<file path="config.mk">
export PLATFORM = sky130hd
export DESIGN_NAME = instr_stream_exec
export DESIGN_NICKNAME = d
export VERILOG_FILES = /design/src/rtl/instr_stream_exec.sv
export SDC_FILE = /design/constraint.sdc
export NUM_CORES = 1
export LEC_CHECK = 0
export ABC_AREA = 0
export BUFFER_PORTS_ARGS = -buffer_cell sky130_fd_sc_hd__buf_2
export CAP_MARGIN = 20
export CELL_PAD_IN_SITES_DETAIL_PLACEMENT = 1
export CELL_PAD_IN_SITES_GLOBAL_PLACEMENT = 2
export CORE_UTILIZATION = 25
export DETAILED_ROUTE_END_ITERATION = 10
export PLACE_DENSITY_LB_ADDON = 0.3
export SKIP_CTS_REPAIR_TIMING = 1
export SLEW_MARGIN = 10
export SYNTH_ARGS = -nofsm -noshare
export SYNTH_HDL_FRONTEND = slang
export SYNTH_SLANG_ARGS = --single-unit
</file>
<file path="constraint.sdc">
create_clock -name clk -period 2.1 [get_ports clk]
set_input_delay 0.42 -clock clk [delete_from_list [all_inputs] [get_ports clk]]
set_output_delay 0.42 -clock clk [all_outputs]
set_load 0.005 [all_outputs]
</file>
<file path="src/rtl/instr_stream_exec.sv">
`default_nettype none
// ============================================================================
//  Module      : instr_stream_exec
//  Description : Consumer end of the instruction-ROM stream. Accepts 8-bit
//                instructions over valid/ready and executes them on an 8-bit
//                accumulator. One instruction every two cycles
//                (FETCH then EXEC).
//  Revision    : 1.0 - initial release
// ============================================================================
module instr_stream_exec #(
  parameter int CNT_W = 8
) (
  input  logic             clk,
  input  logic             rst,
  input  logic [7:0]       instr_in,
  input  logic             instr_valid,
  output logic             instr_ready,
  input  logic             stream_done,
  output logic [7:0]       acc_out,
  output logic             carry,
  output logic [7:0]       out_data,
  output logic             out_valid,
  output logic             halted,
  output logic             finished,
  output logic [CNT_W-1:0] instr_count
);

  typedef enum logic [1:0] {
    S_FETCH = 2'd0,
    S_EXEC  = 2'd1,
    S_HALT  = 2'd2,
    S_DONE  = 2'd3
  } state_t;

  localparam logic [2:0] c_OP_NOP  = 3'b000;
  localparam logic [2:0] c_OP_LDI  = 3'b001;
  localparam logic [2:0] c_OP_ADDI = 3'b010;
  localparam logic [2:0] c_OP_SUBI = 3'b011;
  localparam logic [2:0] c_OP_SHL  = 3'b100;
  localparam logic [2:0] c_OP_XORI = 3'b101;
  localparam logic [2:0] c_OP_OUT  = 3'b110;
  localparam logic [2:0] c_OP_HALT = 3'b111;

  state_t           state_q, state_d;
  logic [7:0]       ir_q, ir_d;
  logic [7:0]       acc_q, acc_d;
  logic             carry_q, carry_d;
  logic [7:0]       out_data_q, out_data_d;
  logic             out_valid_q, out_valid_d;
  logic             halted_q, halted_d;
  logic             finished_q, finished_d;
  logic [CNT_W-1:0] cnt_q, cnt_d;

  // The 9-bit sum/difference carry out the carry and the borrow in bit 8.
  logic [7:0] imm_ext;
  logic [8:0] sum9;
  logic [8:0] diff9;

  assign imm_ext = {3'b000, ir_q[4:0]};
  assign sum9    = {1'b0, acc_q} + {1'b0, imm_ext};
  assign diff9   = {1'b0, acc_q} - {1'b0, imm_ext};

  // Next-state and datapath decode; strobes default low so they last one cycle.
  always_comb begin
    state_d     = state_q;
    ir_d        = ir_q;
    acc_d       = acc_q;
    carry_d     = carry_q;
    out_data_d  = out_data_q;
    out_valid_d = 1'b0;
    halted_d    = halted_q;
    finished_d  = 1'b0;
    cnt_d       = cnt_q;
    unique case (state_q)
      S_FETCH: begin
        // A pending instruction takes priority over end-of-stream.
        if (instr_valid) begin
          ir_d    = instr_in;
          state_d = S_EXEC;
        end else if (stream_done) begin
          finished_d = 1'b1;
          state_d    = S_DONE;
        end
      end
      S_EXEC: begin
        state_d = S_FETCH;
        cnt_d   = (&cnt_q) ? cnt_q : cnt_q + 1'b1;
        unique case (ir_q[7:5])
          c_OP_NOP:  ;
          c_OP_LDI:  begin acc_d = imm_ext; carry_d = 1'b0; end
          c_OP_ADDI: begin acc_d = sum9[7:0]; carry_d = sum9[8]; end
          c_OP_SUBI: begin acc_d = diff9[7:0]; carry_d = diff9[8]; end
          c_OP_SHL:  begin acc_d = {acc_q[6:0], 1'b0}; carry_d = acc_q[7]; end
          c_OP_XORI: acc_d = acc_q ^ imm_ext;
          c_OP_OUT:  begin out_data_d = acc_q; out_valid_d = 1'b1; end
          c_OP_HALT: begin halted_d = 1'b1; state_d = S_HALT; end
          default:   ;
        endcase
      end
      // HALT and DONE are terminal: everything holds until reset.
      S_HALT:  ;
      S_DONE:  ;
      default: state_d = S_FETCH;
    endcase
  end

  // State and datapath registers with synchronous reset.
  always_ff @(posedge clk) begin
    if (rst) begin
      state_q     <= S_FETCH;
      ir_q        <= 8'h00;
      acc_q       <= 8'h00;
      carry_q     <= 1'b0;
      out_data_q  <= 8'h00;
      out_valid_q <= 1'b0;
      halted_q    <= 1'b0;
      finished_q  <= 1'b0;
      cnt_q       <= '0;
    end else begin
      state_q     <= state_d;
      ir_q        <= ir_d;
      acc_q       <= acc_d;
      carry_q     <= carry_d;
      out_data_q  <= out_data_d;
      out_valid_q <= out_valid_d;
      halted_q    <= halted_d;
      finished_q  <= finished_d;
      cnt_q       <= cnt_d;
    end
  end

  assign instr_ready = (state_q == S_FETCH);
  assign acc_out     = acc_q;
  assign carry       = carry_q;
  assign out_data    = out_data_q;
  assign out_valid   = out_valid_q;
  assign halted      = halted_q;
  assign finished    = finished_q;
  assign instr_count = cnt_q;

endmodule
`default_nettype wire

</file>
==> impl_results.md <==
* Min Tclk post-route at between 2 and 2.5 ns
* Crit path cell chain: ha_1 > fa_1 > or2_1 > a21o_1 > a311oi_2 > a211oi_1 > nor3_1
* R2r endpoint: acc_out[2]$_SDFFE_PP0P_
* Hold Path Cell Cnt at 3
* Post-Syn Instances at 314
* Total gr overflow at 0
* CTS tree: done
* Latest clock arrival within the worst-skew pair at 0.29 ns
* Hold Crit Start: instr_in[3]
* Final GP Congestion at between 0.7 and 0.8
* DRT iter0 DRCs at 88
* Slowest CP cell: fa_1
* Post-synth top area share at around a third
* Synth Cell Area at 2390 um^2
* Fillers at roughly 1100
* Leakage at around 1.2 nW
* First-pass GRT wire length at 12100 um
* Crit-path max FO at 5
* Area of the core at between 9000 and 10000 um^2
* Fin. max-slew vios at 0
* Die area at a little under 10000 um^2
* Setup crit start kind: flip-flop
* Worst clock skew at between 0.005 and 0.006 ns
* Wirelength, routed at around 7400 um
* Compound-Gate Fraction of Synth Area at roughly a quarter
* CP Buf/Inv Count at 0
* Vias in the first global route at around 2300
* Largest stage delay, worst path at about 0.38 ns
* Synth Flop Type: dfxtp_1
* Max-slew headroom at roughly 65%
* Cell Rows at 35
* Wirelength per Cell at approximately 15 um
* GRT Total Usage at approximately 15%
* Largest net degree at the start of global routing at 26
* Setup CP Type: reg2reg
* Initial Util at between 20% and 30%
* Hold WC Path Type: in2reg
* Simple-Gate Fraction of Synth Area at around a quarter
* Seq. cell area at 762 um^2
* Buffers on Ports at 40
* Reg2reg setup slack at 0.09 ns
* Worst-case vdd ir drop at between 0.0002 and 0.0003 V
* Post-synthesis mux area share at ~4.2%
* Req. time, crit path at 2.32 ns
* Largest area contributor in the netlist: dfxtp_1
* Register area share after synthesis at around a third
* Least-Margin Pin Slew at 0.519 ns
* Initial antenna violation count at 0
* # H-tree levels at 2
* Fmax at a little under 500 MHz
* Critical Path End Type: flip-flop
* Pre-antenna DRT Iters at 4
* Die width at 99.7 um
* Root Driver: clkbuf_8
* Final setup vio count at 0
* Largest family of logic cells by synthesized area: simple AND/OR/NAND/NOR gates
* Final Instance Area at between 2000 and 3000 um^2
* Final hold vios at 0
* # diodes at 0
* Post-DP Area at roughly 2800 um^2
* Clock edge transition at the registers on the reported setup and hold paths at roughly 0.08 ns
* DP HPWL at ~5700 um
* Clock buffer count from CTS at 5
* Syn nets at 339
* Remaining antenna violation count after routing at 0
* NumNets Final at roughly 390
* Hold WS at between 0.3 and 0.4 ns
* Cell family with most CP delay: adder cells
* Hold Crit Endpoint: ir_q[3]$_SDFFE_PP0P_
* Synth area leaders: dfxtp_1, nor2_1, nand2_1
* Via count at roughly 2400
* Yosys reg bits at 38
* Ys async rst share at 0%
* DRC Markers at 0
* Multi-input logic area at approximately 1500 um^2
* Worst r2r src: acc_out[0]$_SDFFE_PP0P_
* Status: completed
* Avg Inst Size Synth at about 7.6 um^2
* Count of cell types in the netlist at 49
* Post-Place Worst Slack at 0.00951 ns
* Layout cells sized above 1 at 22.1%
* Post-synth EDFFs at 0
* Clk sinks at 38
* Ports at 41
* Fin crit share at 95.9%
* CTS max path bufs at 2
* Worst EP arrival at approximately 2.2 ns
* Synthesis-to-layout area growth at 23.4%
* Adder-cell share of the synthesized area at roughly 7.4%
* Vias per Instance at about 4.9
* Worst reg2reg path depth at 7
* Utilization after layout at 31.9%
* Unrepaired setup endpoints after global routing: yes
* Max Cap Violations at 0
* PnR worst setup slack at 0.0852 ns
* PD cells at 586 nW/um^2
* Synthesis Warnings at 0
* Post-synthesis xor/xnor area fraction at 2.20%
* Die Span Y at approximately 100 um
[state kept, by name, indices dropped and copies added, names as in the netlist]
register / count
state_q: 2
instr_count: 8
out_data: 8
halted: 1
ir_q: 8
carry: 1
finished: 1
out_valid: 1
acc_out: 8
[per-layer routing]
| metal | wire [um] | vias up | track usage, % | share of wire [%] |
|---|---|---|---|---|
| li1 | - | 1189 | - | - |
| met1 | 3600 | 1153 | 21.6 | 49 |
| met2 | 3490 | 43 | 24.9 | 47 |
| met3 | 264 | 5 | 2.60 | 3.6 |
| met4 | 66 | 0 | 3.39 | 0.89 |
| met5 | 0 | - | 0 | 0 |
[synth_stat cells (3+ instances only)]
cell,number
a311oi_1,4
o21ai_0,15
nand3_1,5
a211oi_1,7
inv_1,13
o211ai_1,3
and2_1,3
nor3_1,9
dfxtp_1,38
o21a_1,6
or3_1,5
nor2_1,43
nand4_1,4
nand2_1,37
and3_1,7
o21ai_1,6
xor2_1,4
ha_1,11
clkbuf_1,12
nor2b_1,5
a21oi_1,26
mux2i_1,10
buf_2,5
[where the power goes]
group | switching (mW) | total, mW | internal (mW)
combinational | 0.233 | 0.398 | 0.164
sequential | 0.0297 | 0.775 | 0.745
clock | 0.289 | 0.554 | 0.265
[metrics by stage]
stage          std cells  setup TNS [ns]  power (mW)
3_5_place_dp         483               0        1.17
4_1_cts              491         -0.0229        1.73
6_report             491               0        1.73
2_1_floorplan        314               0        1.03
5_1_grt              491         -0.0578        1.83
3_3_place_gp         483               0        1.17
[cells in the final DEF, fill, tap and decap left out, drive strengths merged, types with 3 or more instances in the layout]
| cell | netlist | final |
|---|---|---|
| buf | 8 | 61 |
| nor2 | 43 | 43 |
| dfxtp | 38 | 38 |
| nand2 | 37 | 37 |
| a21oi | 26 | 26 |
| o21ai | 21 | 21 |
| inv | 14 | 14 |
| ha | 11 | 11 |
| mux2i | 10 | 10 |
| nor3 | 9 | 9 |
| and3 | 7 | 7 |
| a211oi | 7 | 7 |
| o21a | 6 | 6 |
| clkbuf | 13 | 6 |
| or3 | 5 | 5 |
| nand3 | 5 | 5 |
| nor2b | 5 | 5 |
| a311oi | 5 | 5 |
| nand4 | 4 | 4 |
| xor2 | 4 | 4 |
| o211ai | 3 | 3 |
| and2 | 3 | 3 |
[worst max path at each step]
| stage | startpoint | endpoint | slack, ns | cells after the start |
|---|---|---|---|---|
| global route | acc_out[0]$_SDFFE_PP0P_ | acc_out[2]$_SDFFE_PP0P_ | -0.03 | 7 |
| finish | acc_out[0]$_SDFFE_PP0P_ | acc_out[2]$_SDFFE_PP0P_ | 0.09 | 7 |
| global placement | acc_out[0]$_SDFFE_PP0P_ | acc_out[6]$_SDFFE_PP0P_ | 0.05 | 8 |
| CTS | acc_out[0]$_SDFFE_PP0P_ | acc_out[4]$_SDFFE_PP0P_ | -0.02 | 9 |
| detailed placement | acc_out[0]$_SDFFE_PP0P_ | acc_out[4]$_SDFFE_PP0P_ | 0.01 | 9 |
| floorplan | ir_q[1]$_SDFFE_PP0P_ | acc_out[5]$_SDFFE_PP0P_ | 0.08 | 7 |
[worst register-to-register path, cell delays in order (launching register included)]
cell and delay, ns:
dfxtp_1 0.35, ha_1 0.25, fa_1 0.38, or2_1 0.25
a21o_1 0.19, a311oi_2 0.26, a211oi_1 0.08, nor3_1 0.18
[cell families after synthesis]
kind of cell | count (synthesis)
AO/OA/AOI/OAI | 86
XOR/XNOR | 6
adder cells (fa/ha/maj) | 13
buffers and inverters | 35
flip-flops | 38
multiplexers | 10
AND/OR/NAND/NOR | 126
[cell type report]
type | instances | area share (%)
clock buffers | 6 | 2.80
well taps | 129 | 5.48
multi-input cells | 241 | 51.1
clock inverters | 2 | 0.425
flip-flops and latches | 38 | 25.9
repair buffers | 61 | 12.6
inverters | 14 | 1.78
Note: power is estimated with default switching activity, not from simulation.
